===== src/rtl/ice_bus_pkg.sv =====
// Shared definitions for the ice slave-output bus arbiter: state encoding,
// index-width helper and the default watchdog limit.
package ice_bus_pkg;

  typedef enum logic [1:0] {
    ARB_IDLE    = 2'd0,
    ARB_GRANT   = 2'd1,
    ARB_RELEASE = 2'd2
  } arb_state_e;

  // A grant may be held this many cycles before the watchdog revokes it.
  localparam int unsigned DefaultTimeoutCyc = 32'h0000_FFFF;

  // Width of an encoded device index; never narrower than one bit.
  function automatic int unsigned idx_w(input int unsigned n);
    return (n <= 2) ? 1 : $clog2(n);
  endfunction

endpackage


===== src/rtl/ice_bus_rr_pick.sv =====
// Combinational masked priority picker. Searches upward from start_i + 1,
// wrapping modulo NUM_DEV. Fixed priority is the same search with the start
// forced to NUM_DEV-1, so index 0 is examined first.
module ice_bus_rr_pick
  import ice_bus_pkg::*;
#(
  parameter int unsigned NUM_DEV = 7,
  localparam int unsigned IDX_W  = idx_w(NUM_DEV)
) (
  input  logic [NUM_DEV-1:0] req_i,
  input  logic [IDX_W-1:0]   start_i,
  input  logic               rr_mode_i,
  output logic [NUM_DEV-1:0] winner_o,
  output logic [IDX_W-1:0]   idx_o,
  output logic               valid_o
);

  logic [IDX_W-1:0] start;
  logic [IDX_W:0]   cand;   // one spare bit holds start + k before the wrap
  logic             found;

  // First requester at or after start+1 (mod NUM_DEV) wins.
  always_comb begin
    start    = rr_mode_i ? start_i : IDX_W'(NUM_DEV - 1);
    cand     = '0;
    found    = 1'b0;
    winner_o = '0;
    idx_o    = '0;
    for (int unsigned k = 1; k <= NUM_DEV; k++) begin
      cand = {1'b0, start} + (IDX_W + 1)'(k);
      if (cand >= (IDX_W + 1)'(NUM_DEV)) begin
        cand = cand - (IDX_W + 1)'(NUM_DEV);
      end
      if (!found && req_i[cand[IDX_W-1:0]]) begin
        found                       = 1'b1;
        winner_o[cand[IDX_W-1:0]]   = 1'b1;
        idx_o                       = cand[IDX_W-1:0];
      end
    end
    valid_o = found;
  end

endmodule


===== src/rtl/ice_bus_arbiter.sv =====
// Frame-level arbiter for the ice slave-output bus. One requester owns the bus
// from grant until its tail latch (or request drop), followed by one dead
// cycle. A watchdog revokes grants held too long.
// Optional: define ICE_BUS_ARB_GRANT_STATS_EN for per-device saturating grant
// counters (grant_count) with a synchronous stats_clear.
module ice_bus_arbiter
  import ice_bus_pkg::*;
#(
  parameter int unsigned NUM_DEV     = 7,
  parameter int unsigned TIMEOUT_W   = 16,
  parameter int unsigned TIMEOUT_CYC = DefaultTimeoutCyc,
  localparam int unsigned IDX_W      = idx_w(NUM_DEV)
) (
  input  logic                 clk,
  input  logic                 reset_n,
  input  logic [NUM_DEV-1:0]   sl_arb_request,
  input  logic                 sl_latch_tail,
  input  logic                 rr_mode,
  output logic [NUM_DEV-1:0]   sl_arb_grant,
  output logic [IDX_W-1:0]     grant_idx,
  output logic                 busy,
  output logic                 arb_timeout,
`ifdef ICE_BUS_ARB_GRANT_STATS_EN
  input  logic                 stats_clear,
  output logic [8*NUM_DEV-1:0] grant_count,
`endif
  output logic [IDX_W-1:0]     timeout_idx
);

  localparam logic [TIMEOUT_W-1:0] TimeoutLast = TIMEOUT_W'(TIMEOUT_CYC - 1);

  arb_state_e             state_q, state_d;
  logic [NUM_DEV-1:0]     grant_q, grant_d;
  logic [IDX_W-1:0]       grant_idx_q, grant_idx_d;
  logic [IDX_W-1:0]       rr_ptr_q, rr_ptr_d;
  logic [TIMEOUT_W-1:0]   wdog_q, wdog_d;
  logic                   tout_q, tout_d;
  logic [IDX_W-1:0]       tout_idx_q, tout_idx_d;

  logic [NUM_DEV-1:0]     pick_winner;
  logic [IDX_W-1:0]       pick_idx;
  logic                   pick_valid;
  logic                   owner_req;
  logic                   grant_issue;

  ice_bus_rr_pick #(
    .NUM_DEV (NUM_DEV)
  ) u_pick (
    .req_i     (sl_arb_request),
    .start_i   (rr_ptr_q),
    .rr_mode_i (rr_mode),
    .winner_o  (pick_winner),
    .idx_o     (pick_idx),
    .valid_o   (pick_valid)
  );

  // Next-state logic for the arbitration FSM, watchdog and timeout reporting.
  always_comb begin
    state_d     = state_q;
    grant_d     = grant_q;
    grant_idx_d = grant_idx_q;
    rr_ptr_d    = rr_ptr_q;
    wdog_d      = wdog_q;
    tout_d      = 1'b0;
    tout_idx_d  = tout_idx_q;
    grant_issue = 1'b0;
    // Owner still requesting; a drop is an abort and ends the frame like a tail.
    owner_req   = |(sl_arb_request & grant_q);
    unique case (state_q)
      ARB_IDLE: begin
        if (pick_valid) begin
          grant_issue = 1'b1;
          grant_d     = pick_winner;
          grant_idx_d = pick_idx;
          wdog_d      = '0;
          if (rr_mode) begin
            rr_ptr_d = pick_idx;
          end
          state_d = ARB_GRANT;
        end
      end
      ARB_GRANT: begin
        if (sl_latch_tail || !owner_req) begin
          grant_d     = '0;
          grant_idx_d = '0;
          state_d     = ARB_RELEASE;
        end else if (wdog_q == TimeoutLast) begin
          grant_d     = '0;
          grant_idx_d = '0;
          tout_d      = 1'b1;
          tout_idx_d  = grant_idx_q;
          state_d     = ARB_RELEASE;
        end else if (wdog_q != '1) begin
          wdog_d = wdog_q + 1'b1;
        end
      end
      ARB_RELEASE: begin
        state_d = ARB_IDLE;
      end
      default: begin
        grant_d     = '0;
        grant_idx_d = '0;
        state_d     = ARB_IDLE;
      end
    endcase
  end

  // Arbiter state registers.
  always_ff @(posedge clk or negedge reset_n) begin
    if (!reset_n) begin
      state_q     <= ARB_IDLE;
      grant_q     <= '0;
      grant_idx_q <= '0;
      rr_ptr_q    <= IDX_W'(NUM_DEV - 1);
      wdog_q      <= '0;
      tout_q      <= 1'b0;
      tout_idx_q  <= '0;
    end else begin
      state_q     <= state_d;
      grant_q     <= grant_d;
      grant_idx_q <= grant_idx_d;
      rr_ptr_q    <= rr_ptr_d;
      wdog_q      <= wdog_d;
      tout_q      <= tout_d;
      tout_idx_q  <= tout_idx_d;
    end
  end

  assign sl_arb_grant = grant_q;
  assign grant_idx    = grant_idx_q;
  assign busy         = (state_q == ARB_GRANT);
  assign arb_timeout  = tout_q;
  assign timeout_idx  = tout_idx_q;

`ifdef ICE_BUS_ARB_GRANT_STATS_EN
  logic [NUM_DEV-1:0][7:0] cnt_q, cnt_d;

  // Per-device saturating grant counters; clear beats a same-cycle increment.
  always_comb begin
    cnt_d = cnt_q;
    for (int unsigned i = 0; i < NUM_DEV; i++) begin
      if (stats_clear) begin
        cnt_d[i] = '0;
      end else if (grant_issue && pick_winner[i] && (cnt_q[i] != 8'hFF)) begin
        cnt_d[i] = cnt_q[i] + 8'd1;
      end
    end
  end

  // Grant counter registers.
  always_ff @(posedge clk or negedge reset_n) begin
    if (!reset_n) begin
      cnt_q <= '0;
    end else begin
      cnt_q <= cnt_d;
    end
  end

  assign grant_count = cnt_q;
`endif

endmodule

===== config.mk =====
export PLATFORM = sky130hd
export DESIGN_NAME = ice_bus_arbiter
export DESIGN_NICKNAME = d
export VERILOG_FILES = /design/src/rtl/ice_bus_pkg.sv /design/src/rtl/ice_bus_rr_pick.sv /design/src/rtl/ice_bus_arbiter.sv
export SDC_FILE = /design/constraint.sdc
export NUM_CORES = 1
export LEC_CHECK = 0
export ABC_AREA = 1
export CAP_MARGIN = 25
export CORE_MARGIN = 1.5
export CORE_UTILIZATION = 40
export DETAILED_ROUTE_END_ITERATION = 10
export PLACE_DENSITY = 0.65
export SETUP_SLACK_MARGIN = 0.02
export SLEW_MARGIN = 25
export SYNTH_ARGS = -nofsm -noshare
export SYNTH_HDL_FRONTEND = slang
export SYNTH_HIERARCHICAL = 1
export SYNTH_SLANG_ARGS = --single-unit

===== constraint.sdc =====
create_clock -name clk -period 9 [get_ports clk]
set_input_delay 1.8 -clock clk [delete_from_list [all_inputs] [get_ports clk]]
set_output_delay 1.8 -clock clk [all_outputs]
set_load 0.05 [all_outputs]

==> flow_summary.ini, run 1 <==
[status]
status = finished, final reports clean

[placement]
io_buffers = 25
dpl.hpwl_um = 9381
place_inst = 807
place_ws_ps = 2004
gp_congestion = 0.9312

[critical_path]
slowest_delay_ps = 850
worst_path_max_delay_cell = clkdlybuf4s50_1
cp-start-kind = input pin
path_common_cell = nand2_1
crit_required_ps = 9230
cp.arrival_ps = 6980
crit_path_max_fanout = 17
crit_path_end_kind = flop
path_class = input pin to flop
crit_chain = clkdlybuf4s50_1 -> nand2_2 -> inv_2 -> ha_1 -> inv_1 -> fa_1 -> o21ai_0 -> nor2_1 -> nand3_1 -> nand2_1 -> inv_1 -> nand2_2 -> nand4_4 -> nor3_2 -> nand3_1 -> nand2_1 -> nand4_4 -> nand2_8 -> nand2_1 -> nand2_1

[synthesis]
ys_top_cells_by_area = nand2_1, dfrtp_1, nand3_1
syn_nets = 686
synthesis.area_mm2 = 0.003880
synth_top_area_share_pct = 22.44
ys.flop_type = dfrtp_1
synth_top_cell_by_area = nand2_1
postSynth.asyncResetShare_pct = 100.0
ys_seq_area_share_pct = 22.64
synth_common_cells = nand2_1, nand3_1, nor2_1
yosysUniqueCellTypes = 42
ys_ff_latch = 35
synth.avg_cell_area_um2 = 5.861
synth_most_common_cell = nand2_1
yosys_warnings = 6
syn-instance-count = 662
synth-edff-count = 0

[routing]
drtPass1Iterations = 5
wirelength_um = 12070
avgViaCountPerCell = 5.292
post_drt_wl_per_cell_um = 14.81
drtAntennaViolNets = 0
drt_iter0_drc = 396
vias = 4313
drcViolationCount = 0

[clock_network]
clock_sinks = 35
path_clk_slew_ps = 80
postCtsSetupRepairBufs = 0
ctsResizeCount = 0
cts.path.max_buffers = 2
cts_tree = built
worstSkewPairLatency_ps = 290
cts_max_level = 2
cts_buffers = 5
hold_buffers = 0
cts_root_buf = clkbuf_8

[cells_and_area]
drive_gt1_share_pct = 9.913
finish.utilization_pct = 46.08
finalNonFillerCells = 815
num-nets-final = 709
area_growth_pct = 10.77
antennaDiodeCount = 0

[sta]
worst_pin_slew_ps = 794.9
fin_crit_sh_pct = 75.04
maxSlewViolCount = 0
fin_setup_tns_ps = 0
setup-violations-final = 0
rsz0062_at_grt = no
finalHoldViolations = 0
setup_ws_ps = 2247
layout_min_cycle_time_ps = 6753
fin_worst_skew_ps = 12.86
max_freq_ghz = 0.1481
slew-limit-headroom_pct = 47.01

[pwr]
p_leak_uw = 0.002156
power_frac_seq_pct = 16.8
p_clk_share_pct = 8.3
power_density_mw_per_mm2 = 314.5
combPwrFrac_pct = 74.8
power_switching_uw = 828.0
intPower_uw = 523.9
switching_share_pct = 61.25
vdd_drop_max_mv = 0.1282
power_uw = 1352

[die]
initial_utilization_pct = 41.60
die_area_mm2 = 0.01030
die_w_um = 101.5
coreArea_mm2 = 0.009328
fp-row-count = 35
io_pins = 26
die_y_um = 101.5

[global_route]
grt_usage_pct = 24.04
grt_first_pass_wirelength_um = 19220
antenna_found_initial = 0
grt_max_degree = 36
grt_pass1_vias = 3841
grt-ovfl-total = 0

[flow_run]
maxCapViolations = 0

[worst_hold_path]
min_path_type = flop to flop
[power by group through the flow]
stage               clock, µW  sequential (µW)  combinational [µW]
detailed placement          0              230                 989
finish                    113              228                1010
global route              123              233                1120
global placement            0              229                 986
floorplan                   0              278                 703
CTS                       116              227                 993
[sequential cells by signal (all words and copies together), names as in the netlist]
signal / flops
rr_ptr_q: 3
grant_idx: 3
state_q: 2
timeout_idx: 3
arb_timeout: 1
sl_arb_grant: 7
wdog_q: 16
[worst max-delay path, delay by kind of cell]
| kind | cells | cell delay [ps] |
|---|---|---|
| AO/OA/AOI/OAI | 1 | 250 |
| adder cells (fa/ha/maj) | 2 | 880 |
| AND/OR/NAND/NOR | 13 | 2760 |
| buffers and inverters | 4 | 1260 |
[through the flow]
step	hold slack [ps]	instance area, µm²
floorplan	483.6	3880
detailed placement	473.2	4213
finish	483.9	4298
global route	504.0	4298
global placement	464.8	4213
CTS	490.9	4298
[kinds of logic (layout without fill, tap and decap cells)]
logic type	count (synthesis)	after routing	share of synthesized area, %
adder cells (fa/ha/maj)	13	13	4.386
flip-flops	35	35	22.64
AO/OA/AOI/OAI	46	46	6.579
buffers and inverters	85	109	9.255
AND/OR/NAND/NOR	479	479	56.24
XOR/XNOR	4	4	0.9031
[layer usage]
metal	GRT usage (%)	wire, µm	vias up
met5	0	0	-
met4	3.846	82	0
met3	1.863	588	6
met2	39.80	5565	141
met1	34.85	5835	1999
li1	-	-	2167
[layout by cell type (no fill, tap or decap), types with 2 or more instances in the layout]
cell type | netlist | routed
a21oi_1 | 8 | 8
clkbuf_8 | 0 | 5
clkdlybuf4s50_1 | 0 | 24
dfrtp_1 | 33 | 33
dfstp_2 | 2 | 2
ha_1 | 12 | 12
inv_1 | 56 | 56
inv_2 | 20 | 20
nand2_1 | 232 | 232
nand2_2 | 10 | 10
nand3_1 | 101 | 101
nand3_2 | 4 | 4
nand3b_1 | 3 | 3
nand4_1 | 15 | 15
nand4_4 | 2 | 2
nor2_1 | 88 | 88
nor2_2 | 10 | 10
nor2_4 | 4 | 4
nor3_1 | 2 | 2
o211ai_1 | 3 | 3
o21ai_0 | 25 | 25
o21ai_1 | 4 | 4
xnor2_1 | 2 | 2
xor2_1 | 2 | 2
[final cells by class]
| cell class | instances | area (µm²) |
|---|---|---|
| Clock inverter | 2 | 12.51 |
| Sequential cell | 35 | 878.3 |
| Clock buffer | 6 | 72.57 |
| Multi-Input combinational cell | 542 | 2643 |
| Tap cell | 129 | 161.4 |
| Inverter | 76 | 285.3 |
| Timing Repair Buffer | 25 | 245.2 |
| Fill cell | 1041 | 5030 |
[final timing paths]
check	from	slack, ps	endpoint	depth (start not counted)
setup / recovery	rr_mode	2250	wdog_q[6]$_DFFE_PN0P_	20
min in group asynchronous	reset_n	1590	arb_timeout$_DFF_PN0_	1
max in group asynchronous	reset_n	6890	sl_arb_grant[5]$_DFFE_PN0P_	1
hold reg to reg	timeout_idx[2]$_DFFE_PN0P_	480	timeout_idx[2]$_DFFE_PN0P_	2
setup reg to reg	rr_ptr_q[0]$_DFFE_PN0P_	4180	wdog_q[6]$_DFFE_PN0P_	19
hold / removal	timeout_idx[2]$_DFFE_PN0P_	480	timeout_idx[2]$_DFFE_PN0P_	2
No activity file was read; power rests on OpenSTA's default activity.
==> run 2, diff against run 1 <==
Clock period 9 ns to 6.5 ns, I/O delays scaled along.
==> run 2 against run 1 <==
Against the previous run:
- largest cell class unchanged
- clock skew barely moved
- die area did not move
- register-to-register slack got worse by 2100 ps
- critical path type unchanged
- global-route usage rose by 0.86 points
- sequential share of layout area fell by 0.19 points
- critical path depth rose by 1
- utilization rose by 0.43 points
- total power rose by 43%
- first-iteration DRC count rose by 9.6%
- via count rose by 1.0%
- cell area rose by 0.93%
- count of clock-buffer cells in the layout did not move
==> flow_summary.ini, run 2 (same netlist as run 1, synthesis figures left out) <==
[routing]
wl_met2_um = 5570
post_drt_wl_per_cell_um = 15.10
wl_met1_um = 5658
drt_iter0_drc = 434
dr_wl_met3_um = 819
avgViaCountPerCell = 5.334
wirelength_um = 12340
drtAntennaViolNets = 0
vias = 4358
drtPass1Iterations = 8
top_layer = met4
drcViolationCount = 0

[clock_network]
postCtsSetupRepairBufs = 0
ctsResizeCount = 0
worstSkewPairLatency_ps = 280
cts.path.max_buffers = 2
cts_tree = built
clock_sinks = 35
hold_buffers = 0
cts_max_level = 2
cts_root_buf = clkbuf_8
cts_buffers = 5
path_clk_slew_ps = 70

[cells_and_area]
largest_reg_flops = 16
num-nets-final = 712
finalNonFillerCells = 817
finish.utilization_pct = 46.51
drive_gt1_share_pct = 10.17
antennaDiodeCount = 0
regMostFlops = wdog_q
final_common_cell = nand2_1
nFillCells = 1011
area_growth_pct = 11.80
most-common-layout-cells = nand2_1, nand3_1, nor2_1

[critical_path]
crit_required_ps = 6720
cp.arrival_ps = 5730
path_class = input pin to flop
cp-start-kind = input pin
crit_path_end_kind = flop
crit_path_max_fanout = 17

[sta]
layout_min_cycle_time_ps = 5505
fin_crit_sh_pct = 84.68
worst_pin_slew_ps = 779.9
maxSlewViolCount = 0
rsz0062_at_grt = no
finalHoldViolations = 0
fin_setup_tns_ps = 0
setup-violations-final = 0
fin_worst_skew_ps = 12.36
slew-limit-headroom_pct = 48.01
max_freq_ghz = 0.1817
setup_ws_ps = 995.5

[die]
fp-row-count = 35
io_pins = 26
die_y_um = 101.5
coreArea_mm2 = 0.009328
die_w_um = 101.5
initial_utilization_pct = 41.60
die_area_mm2 = 0.01030

[global_route]
grt-ovfl-total = 0
grt_max_degree = 36
antenna_found_initial = 0
grt_usage_pct = 24.89
grt_first_pass_wirelength_um = 19950
grt_pass1_vias = 3900

[pwr]
p_leak_uw = 0.002180
power_density_mw_per_mm2 = 445.0
vdd_drop_max_mv = 0.2271

[flow_run]
maxCapViolations = 0

[placement]
io_buffers = 25
dpl.hpwl_um = 9693
place_ws_ps = 759.0
gp_congestion = 1.007
place_inst = 810

[worst_hold_path]
min_path_type = flop to flop

[status]
status = finished, final reports clean
[run 2: final cells by class]
cell class                 instances  area [µm²]  share of cell area, %
sequential                        35       878.3                  20.25
timing repair buffer              28       267.8                  6.172
multi-input combinational        542        2643                  60.92
clock inverter                     1       30.03                 0.6922
tap                              129       161.4                  3.721
clock buffer                       6       72.57                  1.673
inverter                          76       285.3                  6.576
[run 2: metrics by stage]
step	hold WS, ps	power, µW	cell area [µm²]
after detailed placement	468.1	1718	4235
after CTS	486.8	1912	4338
after global routing	506.7	2098	4338
after global placement	465.7	1723	4235
final	482.0	1930	4338
after floorplan	483.6	1358	3880
[run 2: path summary, 6_finish.rpt]
kind                                                 start                     endpoint  slack (ps)  cells past startpoint
worst max-delay path                               rr_mode        wdog_q[6]$_DFFE_PN0P_        1000                     21
worst min-delay path            timeout_idx[0]$_DFFE_PN0P_   timeout_idx[0]$_DFFE_PN0P_         480                      2
worst max register to register     rr_ptr_q[0]$_DFFE_PN0P_        wdog_q[6]$_DFFE_PN0P_        2120                     20
worst min register to register  timeout_idx[0]$_DFFE_PN0P_   timeout_idx[0]$_DFFE_PN0P_         480                      2
max in group asynchronous                          reset_n       state_q[0]$_DFFE_PN0P_        4900                      1
min in group asynchronous                          reset_n  sl_arb_grant[4]$_DFFE_PN0P_        1100                      1
[run 2: routing by layer]
| metal | vias up | track usage (%) |
|---|---|---|
| li1 | 2175 | - |
| met1 | 1973 | 34.87 |
| met2 | 187 | 40.11 |
| met3 | 23 | 2.899 |
| met4 | 0 | 7.799 |
| met5 | - | 0 |
[run 2: power by group]
group | switching, µW | internal (µW)
Combinational | 1040 | 387
Clock | 74.6 | 112
Sequential | 48.6 | 267
[run 2: critical path: stages]
cell	delay, ps
clkdlybuf4s50_1	620
inv_2	110
nor2_4	230
ha_1	210
inv_1	70
fa_1	710
o21ai_0	250
nor2_1	260
nand3_1	110
nand2_1	80
inv_1	50
nand2_2	130
nand4_4	150
nor3_2	130
buf_4	190
nand3_1	120
nand2_1	270
nand4_4	340
nand2_8	260
nand2_1	70
nand2_1	70
==> run 3, diff against run 2 <==
Clock period 6.5 ns to 5.2 ns, I/O delays scaled along.
==> run 3 against run 2 <==
Against the previous run:
- utilization is 0.38 points higher
- largest cell class unchanged
- worst setup slack worse by 540 ps
- register-to-register slack worse by 770 ps
- sequential cell count is the same
- combinational power is 26% higher
- final cell count up 0.73%
- sequential power grew 28%
- critical endpoint is now rr_ptr_q[0]$_DFFE_PN0P_
- count of clock-buffer cells in the layout is the same
- clock power increased by 6%
- clock skew decreased by 0.88 ps
- hold slack improved by 14 ps
- via count is 1.7% higher
==> flow_summary.ini, run 3 (same netlist as run 1, synthesis figures left out) <==
[status]
status = finished, final reports clean

[global_route]
grt_usage_pct = 25.40
grt_max_degree = 36
grt-ovfl-total = 0
antenna_found_initial = 0
grt_first_pass_wirelength_um = 20430
grt_pass1_vias = 4096

[routing]
drtPass1Iterations = 5
dr_wl_met3_um = 877
vias = 4433
post_drt_wl_per_cell_um = 15.00
drcViolationCount = 0
wl_met2_um = 5790
wirelength_um = 12350
avgViaCountPerCell = 5.386
wl_met1_um = 5443
drt_iter0_drc = 388
drtAntennaViolNets = 0
top_layer = met4

[cells_and_area]
final_common_cell = nand2_1
finalNonFillerCells = 823
largest_reg_flops = 16
area_growth_pct = 12.71
finish.utilization_pct = 46.88
drive_gt1_share_pct = 11.10
regMostFlops = wdog_q
num-nets-final = 717
antennaDiodeCount = 0
most-common-layout-cells = nand2_1, nand3_1, nor2_1

[placement]
place_inst = 814
gp_congestion = 0.9984
dpl.hpwl_um = 9469
io_buffers = 25

[die]
fp-row-count = 35
io_pins = 26
die_area_mm2 = 0.01030
coreArea_mm2 = 0.009328
die_y_um = 101.5
die_w_um = 101.5
initial_utilization_pct = 41.60

[clock_network]
clock_sinks = 35
worstSkewPairLatency_ps = 300
cts.path.max_buffers = 2
cts_max_level = 2
cts_root_buf = clkbuf_8
path_clk_slew_ps = 80
cts_tree = built
hold_buffers = 0
cts_buffers = 5

[sta]
setup-violations-final = 0
slew-limit-headroom_pct = 47.29
fin_worst_skew_ps = 11.49
fin_crit_sh_pct = 91.28
maxSlewViolCount = 0
max_freq_ghz = 0.2107
fin_setup_tns_ps = 0
layout_min_cycle_time_ps = 4747
finalHoldViolations = 0
worst_pin_slew_ps = 790.7
rsz0062_at_grt = no

[worst_hold_path]
min_path_type = flop to flop

[critical_path]
crit_required_ps = 5410
path_class = input pin to flop
cp.arrival_ps = 4960
cp-start-kind = input pin
crit_path_end_kind = flop
crit_path_max_fanout = 9

[pwr]
power_density_mw_per_mm2 = 548.2
p_leak_uw = 0.002191
vdd_drop_max_mv = 0.2076

[flow_run]
maxCapViolations = 0
## run 3: cell count changes in the layout (fill, tap and decap cells not counted)
cell / previous run / this run
buf_4: 3 / 7
buf_12: 0 / 1
clkinv_2: 0 / 1
nand2_2: 10 / 11
clkinvlp_4: 0 / 1
bufinv_16: 1 / 0
nand2_1: 232 / 231
## run 3: per-layer routing
metal,up-vias,global-route usage (%)
li1,2190,-
met1,2043,34.63
met2,178,41.09
met3,22,3.451
met4,0,9.188
met5,-,0
## run 3: worst paths after layout
| kind | endpoint | from | slack (ps) | cells past startpoint |
|---|---|---|---|---|
| max | rr_ptr_q[0]$_DFFE_PN0P_ | rr_mode | 450 | 20 |
| min | timeout_idx[0]$_DFFE_PN0P_ | timeout_idx[0]$_DFFE_PN0P_ | 500 | 2 |
| max reg2reg | rr_ptr_q[0]$_DFFE_PN0P_ | rr_ptr_q[0]$_DFFE_PN0P_ | 1350 | 19 |
| min reg2reg | timeout_idx[0]$_DFFE_PN0P_ | timeout_idx[0]$_DFFE_PN0P_ | 500 | 2 |
| max in group asynchronous | sl_arb_grant[5]$_DFFE_PN0P_ | reset_n | 3860 | 1 |
| min in group asynchronous | timeout_idx[0]$_DFFE_PN0P_ | reset_n | 830 | 1 |
## run 3: worst max-delay path: stages
cell	delay [ps]
clkdlybuf4s50_1	590
inv_2	100
nor2_4	230
ha_1	230
inv_1	90
fa_1	650
o21ai_0	160
nor2_1	250
nand3_1	120
nand2_1	100
inv_1	50
nand2_2	130
nand4_4	150
nor3_2	160
nand3_1	150
nand2_2	210
inv_1	200
nand2_1	200
nand2_1	70
o21ai_0	70
## run 3: what timing repair did
action,in CTS,in global routing
endpoints found under the setup margin,0,19
buffers inserted,0,1
gates resized for setup,0,1
## run 3: final cells by class
| type | instances | area [µm²] |
|---|---|---|
| Clock buffer | 6 | 72.57 |
| Multi-Input combinational cell | 542 | 2645 |
| Fill cell | 991 | 4955 |
| Tap cell | 129 | 161.4 |
| Clock inverter | 2 | 12.51 |
| Inverter | 76 | 285.3 |
| Sequential cell | 35 | 878.3 |
| Timing Repair Buffer | 33 | 317.8 |
## run 3: where the power goes
part	switching, µW	leakage [µW]	internal (µW)
Clock	104	0.0000412	93.7
Sequential	69.0	0.000472	333
Combinational	1290	0.00168	506
## run 3: through the flow
stage	cell area, µm²	worst slack [ps]	hold slack [ps]	power, µW
3_3_place_gp	4265	46.18	464.3	2160
3_5_place_dp	4265	1.531	477.0	2156
5_1_grt	4373	109.0	523.6	2624
6_report	4373	453.2	495.5	2397
2_1_floorplan	3880	979.5	483.6	1697
4_1_cts	4350	302.0	498.6	2362
